--- src/rtl/ahb_rom_pkg.sv ---
// Shared types and helpers for the instruction-ROM arbiter.
package ahb_rom_pkg;

    localparam int unsigned ROM_DEPTH_DEF = 5;

    typedef enum logic [1:0] {
        IDLE    = 2'd0,
        ISSUE   = 2'd1,
        CAPTURE = 2'd2,
        DONE    = 2'd3
    } state_t;

    typedef logic rid_t;

    // A byte address is legal when word aligned and inside the ROM.
    // Addresses are zero-extended to 64 bits so any ADDR_W up to 64 fits.
    function automatic logic addr_legal(input logic [63:0] addr, input int unsigned depth);
        return (addr[1:0] == 2'b00) && (addr[63:2] < 62'(depth));
    endfunction

endpackage

--- src/rtl/rr_arb2.sv ---
// Combinational two-way round-robin pick.
module rr_arb2
    import ahb_rom_pkg::*;
(
    input  logic req0,
    input  logic req1,
    input  rid_t last_gnt,
    output rid_t gnt_id,
    output logic gnt_vld
);

    // When both request, the one not granted last wins.
    always_comb begin
        gnt_vld = req0 | req1;
        gnt_id  = 1'b0;
        if (req0 && req1) begin
            gnt_id = ~last_gnt;
        end else if (req1) begin
            gnt_id = 1'b1;
        end
    end

endmodule

--- src/rtl/ahb_rom_arbiter.sv ---
// Two-requester arbiter and sequencer for the 1-cycle registered instruction ROM.
module ahb_rom_arbiter
    import ahb_rom_pkg::*;
#(
    parameter int unsigned ROM_DEPTH = ROM_DEPTH_DEF,
    parameter int          ADDR_W    = 32,
    parameter int          DATA_W    = 32
) (
    input  logic              clk,
    input  logic              reset_n,
    input  logic              req0_i,
    input  logic [ADDR_W-1:0] addr0_i,
    input  logic              req1_i,
    input  logic [ADDR_W-1:0] addr1_i,
    output logic              ack0_o,
    output logic              err0_o,
    output logic              ack1_o,
    output logic              err1_o,
    output logic [DATA_W-1:0] rdata_o,
    output logic              busy_o,
    output logic              sel_0,
    output logic              rd_en_rom,
    output logic [ADDR_W-1:0] address_rom,
    input  logic [DATA_W-1:0] instr
);

    state_t            state;
    rid_t              gnt_id;
    rid_t              last_gnt;
    rid_t              pick_id;
    logic              pick_vld;
    logic [ADDR_W-1:0] pick_addr;
    logic              pick_legal;

    rr_arb2 u_arb (
        .req0    (req0_i),
        .req1    (req1_i),
        .last_gnt(last_gnt),
        .gnt_id  (pick_id),
        .gnt_vld (pick_vld)
    );

    assign pick_addr  = pick_id ? addr1_i : addr0_i;
    assign pick_legal = addr_legal(64'(pick_addr), ROM_DEPTH);

    // Sequencer FSM; every output is a flop so the ROM and masters see clean edges.
    always_ff @(posedge clk or negedge reset_n) begin
        if (!reset_n) begin
            state       <= IDLE;
            gnt_id      <= 1'b0;
            last_gnt    <= 1'b1;   // requester 0 wins the first contest
            ack0_o      <= 1'b0;
            err0_o      <= 1'b0;
            ack1_o      <= 1'b0;
            err1_o      <= 1'b0;
            rdata_o     <= '0;
            busy_o      <= 1'b0;
            sel_0       <= 1'b0;
            rd_en_rom   <= 1'b0;
            address_rom <= '0;
        end else begin
            case (state)
                IDLE: begin
                    if (pick_vld) begin
                        gnt_id <= pick_id;
                        busy_o <= 1'b1;
                        if (pick_legal) begin
                            state       <= ISSUE;
                            sel_0       <= 1'b1;
                            rd_en_rom   <= 1'b1;
                            address_rom <= ADDR_W'(pick_addr[4:2]);
                        end else begin
                            // Bad address: skip the ROM and answer with an error pulse next cycle.
                            state   <= DONE;
                            rdata_o <= '0;
                            if (pick_id) begin
                                ack1_o <= 1'b1;
                                err1_o <= 1'b1;
                            end else begin
                                ack0_o <= 1'b1;
                                err0_o <= 1'b1;
                            end
                        end
                    end
                end
                ISSUE: begin
                    // ROM samples select/enable at the end of this cycle.
                    state       <= CAPTURE;
                    sel_0       <= 1'b0;
                    rd_en_rom   <= 1'b0;
                    address_rom <= '0;
                end
                CAPTURE: begin
                    state   <= DONE;
                    rdata_o <= instr;
                    if (gnt_id) begin
                        ack1_o <= 1'b1;
                    end else begin
                        ack0_o <= 1'b1;
                    end
                end
                DONE: begin
                    // Requests are ignored here; the pointer moves even on errors.
                    state    <= IDLE;
                    busy_o   <= 1'b0;
                    last_gnt <= gnt_id;
                    ack0_o   <= 1'b0;
                    err0_o   <= 1'b0;
                    ack1_o   <= 1'b0;
                    err1_o   <= 1'b0;
                    rdata_o  <= '0;
                end
                default: state <= IDLE;
            endcase
        end
    end

endmodule

--- config.mk ---
export PLATFORM = sky130hd
export DESIGN_NAME = ahb_rom_arbiter
export DESIGN_NICKNAME = d
export VERILOG_FILES = /design/src/rtl/ahb_rom_pkg.sv /design/src/rtl/rr_arb2.sv /design/src/rtl/ahb_rom_arbiter.sv
export SDC_FILE = /design/constraint.sdc
export NUM_CORES = 1
export LEC_CHECK = 0
export ABC_CLOCK_PERIOD_IN_PS = 1720
export CAP_MARGIN = 20
export CORE_ASPECT_RATIO = 0.75
export CORE_MARGIN = 3
export CORE_UTILIZATION = 32
export CTS_CLUSTER_DIAMETER = 120
export DETAILED_ROUTE_END_ITERATION = 7
export HOLD_SLACK_MARGIN = 0.06
export MAX_ROUTING_LAYER = met4
export PLACE_DENSITY_LB_ADDON = 0.25
export RECOVER_POWER = 50
export SETUP_SLACK_MARGIN = 0.3
export SLEW_MARGIN = 20
export SYNTH_ARGS = -nofsm -noshare
export SYNTH_HDL_FRONTEND = slang
export SYNTH_SLANG_ARGS = --single-unit
--- constraint.sdc ---
create_clock -name clk -period 1.72 [get_ports clk]
set_input_delay 0.344 -clock clk [delete_from_list [all_inputs] [get_ports clk]]
set_output_delay 0.344 -clock clk [all_outputs]
set_load 0.02 [all_outputs]
==> results.cfg <==
[routing]
first_iter_violations = 68
dr_wl_met2_mm = 3.87
firstDrtPassIters = 4
num_vias = 2305
top_layer = met4
wl_per_cell_um = 16.2
viasPerCell = 4.69
drc = 0
drt-total-wl_mm = 7.97
route.met3.wl_um = 394
ant_nets = 0
wl_met1_mm = 3.69

[worst_hold_path]
worstHoldEndpoint = rdata_o[25]$_DFFE_PN0P_
worstHoldPathCells = 1
holdCritStartpoint = rdata_o[25]$_DFFE_PN0P_
min_path_type = reg2reg

[yosys]
synth-compound-area-share_pct = 21.3
synth_top_area_cell = dfrtp_1
syn-instance-count = 220
synth_edf_count = 0
synth_cell_types = 37
synth_fa_ha_area_share_pct = 2.62
ys_seq_area_share_pct = 47.1
yosysTopAreaCellShare_pct = 46.0
syn-cell-area_mm2 = 0.00239
synth_xor_xnor_area_share_pct = 0
synthSimpleGateAreaFrac_pct = 13.2
yosysWarningCount = 0
muxShareOfSynthArea_pct = 2.14
synth_area_leaders = dfrtp_1, a22o_1, buf_4
synth-seq-cells = 45
async_reset_ff_share_pct = 100
ys.flop_type = dfrtp_1
synth_top_family_by_area = compound AO/OA/AOI/OAI gates
avgSynthCellArea_um2 = 10.9

[power]
combPwrFrac_pct = 60.2
swShare_pct = 40.1
power_density_mw_per_mm2 = 1510
p_leak_nw = 2.08
seqPwrFrac_pct = 27.4
peakVddDrop_uv = 638
power.switching_mw = 2.58
p_int_mw = 3.85
pwr-share-clk_pct = 12.3
total_power_mw = 6.43

[run]
cap_violations = 0

[critical_path]
critPathSlowestCell = dfstp_2
crit_fanout = 8
crit_arrival_ns = 2.16
cp.required_ns = 1.91
start_kind = register
cp-startpoint = last_gnt$_DFFE_PN1P_
worst-r2r-setup-slack_ns = -0.25
r2r_end = rdata_o[12]$_DFFE_PN0P_
slowest_delay_ns = 0.58
r2r-start = last_gnt$_DFFE_PN1P_
crit_chain = a21bo_4, nand4_1, or3_4, nand3_4, a21boi_4, clkbuf_16, a22o_1
critical_path_class = reg2reg
reg2regPathDepth = 7
endpoint_kind = register

[clocking]
cts-root-buf = clkbuf_8
cts_buffer_depth = 2
insertion_delay_ns = 0.29
cts_tree = done
htree_levels = 2
cts_sinks = 45
path_clk_slew_ns = 0.09
cts_buffers = 5

[sta]
holdWs_ns = 0.494
layout_min_cycle_time_ns = 1.97
finalHoldViolations = 0
relSlewSlack_pct = 33.2
post-route-period-util_pct = 115
setup_viol = 41
finalClockSkew_ns = 0.00745
rsz0062_at_grt = yes
worst_slack_ns = -0.251
drv_slew = 0
worst_pin_slew_ns = 1.00
max_clock_freq_mhz = 507

[grt]
antenna_found_initial = 0
grt_pass1_wl_mm = 11.6
grt_usage_pct = 17.5
grt_pass1_vias = 2281
grt_max_degree = 28
grt-ovfl-total = 0

[floorplanning]
rows = 26
die_area_mm2 = 0.00856
start_util_pct = 34.0
die_h_um = 80.9
io_pins = 171
fp.dieW_um = 106
core_area_mm2 = 0.00703

[place]
placed_cells = 469
io_buffers = 141
hpwlAfterDp_mm = 5.75
place.gp.congestion = 0.769

[outcome]
violations = setup timing
outcome = complete, but fails checks

[final_layout]
drive_gt1_share_pct = 19.3
num_antenna_cells = 0
layout_common_cells = dlygate4sd2_1, clkdlybuf4s50_1, dfrtp_1
mostFrequentLayoutCell = dlygate4sd2_1
fill_cells = 609
area_delta_synth_final_pct = 78.1
final_nets = 497
layout.cells.non_filler = 491
==> worst max path at each step <==
stage,to,depth (start not counted)
2_1_floorplan,rdata_o[0]$_DFFE_PN0P_,7
3_3_place_gp,rdata_o[7]$_DFFE_PN0P_,7
3_5_place_dp,rdata_o[3]$_DFFE_PN0P_,7
4_1_cts,rdata_o[17]$_DFFE_PN0P_,7
5_1_grt,rdata_o[8]$_DFFE_PN0P_,7
6_report,rdata_o[12]$_DFFE_PN0P_,7
==> through the flow <==
step	cell area, um2	worst slack (ns)	util [%]	TNS, ns
6_report	4260	-0.251	60.6	-8.80
5_1_grt	4260	-0.300	60.6	-11.10
4_1_cts	4110	-0.207	58.5	-7.27
3_5_place_dp	3920	-0.774	55.8	-29.04
3_3_place_gp	3920	-0.706	55.8	-28.03
2_1_floorplan	2500	-0.120	-	-3.95
==> registers in the layout, summed over array words and instances, names as in the netlist <==
| name | count |
|---|---|
| address_rom | 3 |
| ack0_o | 1 |
| busy_o | 1 |
| ack1_o | 1 |
| gnt_id | 1 |
| rdata_o | 32 |
| rd_en_rom | 1 |
| err0_o | 1 |
| state | 2 |
| last_gnt | 1 |
| err1_o | 1 |
==> routing by layer <==
layer	GRT usage [%]	vias to the layer above
met5	-	-
li1	-	1101
met4	2.72	0
met3	3.49	2
met2	28.8	77
met1	23.2	1125
==> kinds of logic after synthesis <==
kind of cell	after synthesis
buffers and inverters	43
AOI/OAI and AO/OA	60
and+or+nand+nor	61
adders and majority gates	5
muxes	5
other	1
DFF	45
==> cells in the mapped netlist, drive strengths merged (2+ instances only) <==
| library cell | instances |
|---|---|
| a31oi | 2 |
| o2bb2ai | 2 |
| inv | 3 |
| a22o | 32 |
| o21ai | 8 |
| nand2 | 25 |
| buf | 37 |
| o22ai | 4 |
| clkbuf | 3 |
| o211ai | 2 |
| a21boi | 2 |
| nand4 | 4 |
| nor2 | 9 |
| dfrtp | 44 |
| ha | 5 |
| a21o | 2 |
| nor3 | 4 |
| nor4 | 12 |
| or3 | 2 |
| mux2i | 4 |
| a21oi | 3 |
==> power by group through the flow <==
stage	clock network, mW	registers [mW]	logic (mW)
final	0.793	1.76	3.87
after global routing	0.858	1.81	4.14
after CTS	0.820	1.76	3.48
after detailed placement	0	1.79	3.53
after global placement	0	1.79	3.43
after floorplan	0	2.22	1.60
==> repair_timing <==
item,4_1_cts,5_1_grt
gates resized for setup,101,23
endpoints found under the hold margin,17,0
pin swaps,23,37
gates cloned,2,3
endpoints found under the setup margin,86,47
buffers inserted,2,6
hold buffers,1,0
==> worst max-delay path, delay by kind of cell, from the launching register on <==
family / cells / cell delay (ns)
AND/OR/NAND/NOR: 3 / 0.69
flip-flops: 1 / 0.58
AO/OA/AOI/OAI: 3 / 0.44
buffers and inverters: 1 / 0.16
==> final cells by class <==
type | instances | area, um2 | share of cell area [%]
Clock inverter | 2 | 38.8 | 0.910
Clock buffer | 6 | 72.6 | 1.70
Tap cell | 98 | 123 | 2.88
Sequential cell | 45 | 1130 | 26.5
Inverter | 3 | 11.3 | 0.264
Multi-Input combinational cell | 162 | 1200 | 28.3
Timing Repair Buffer | 175 | 1680 | 39.5
No activity file was read; power rests on OpenSTA's default activity.
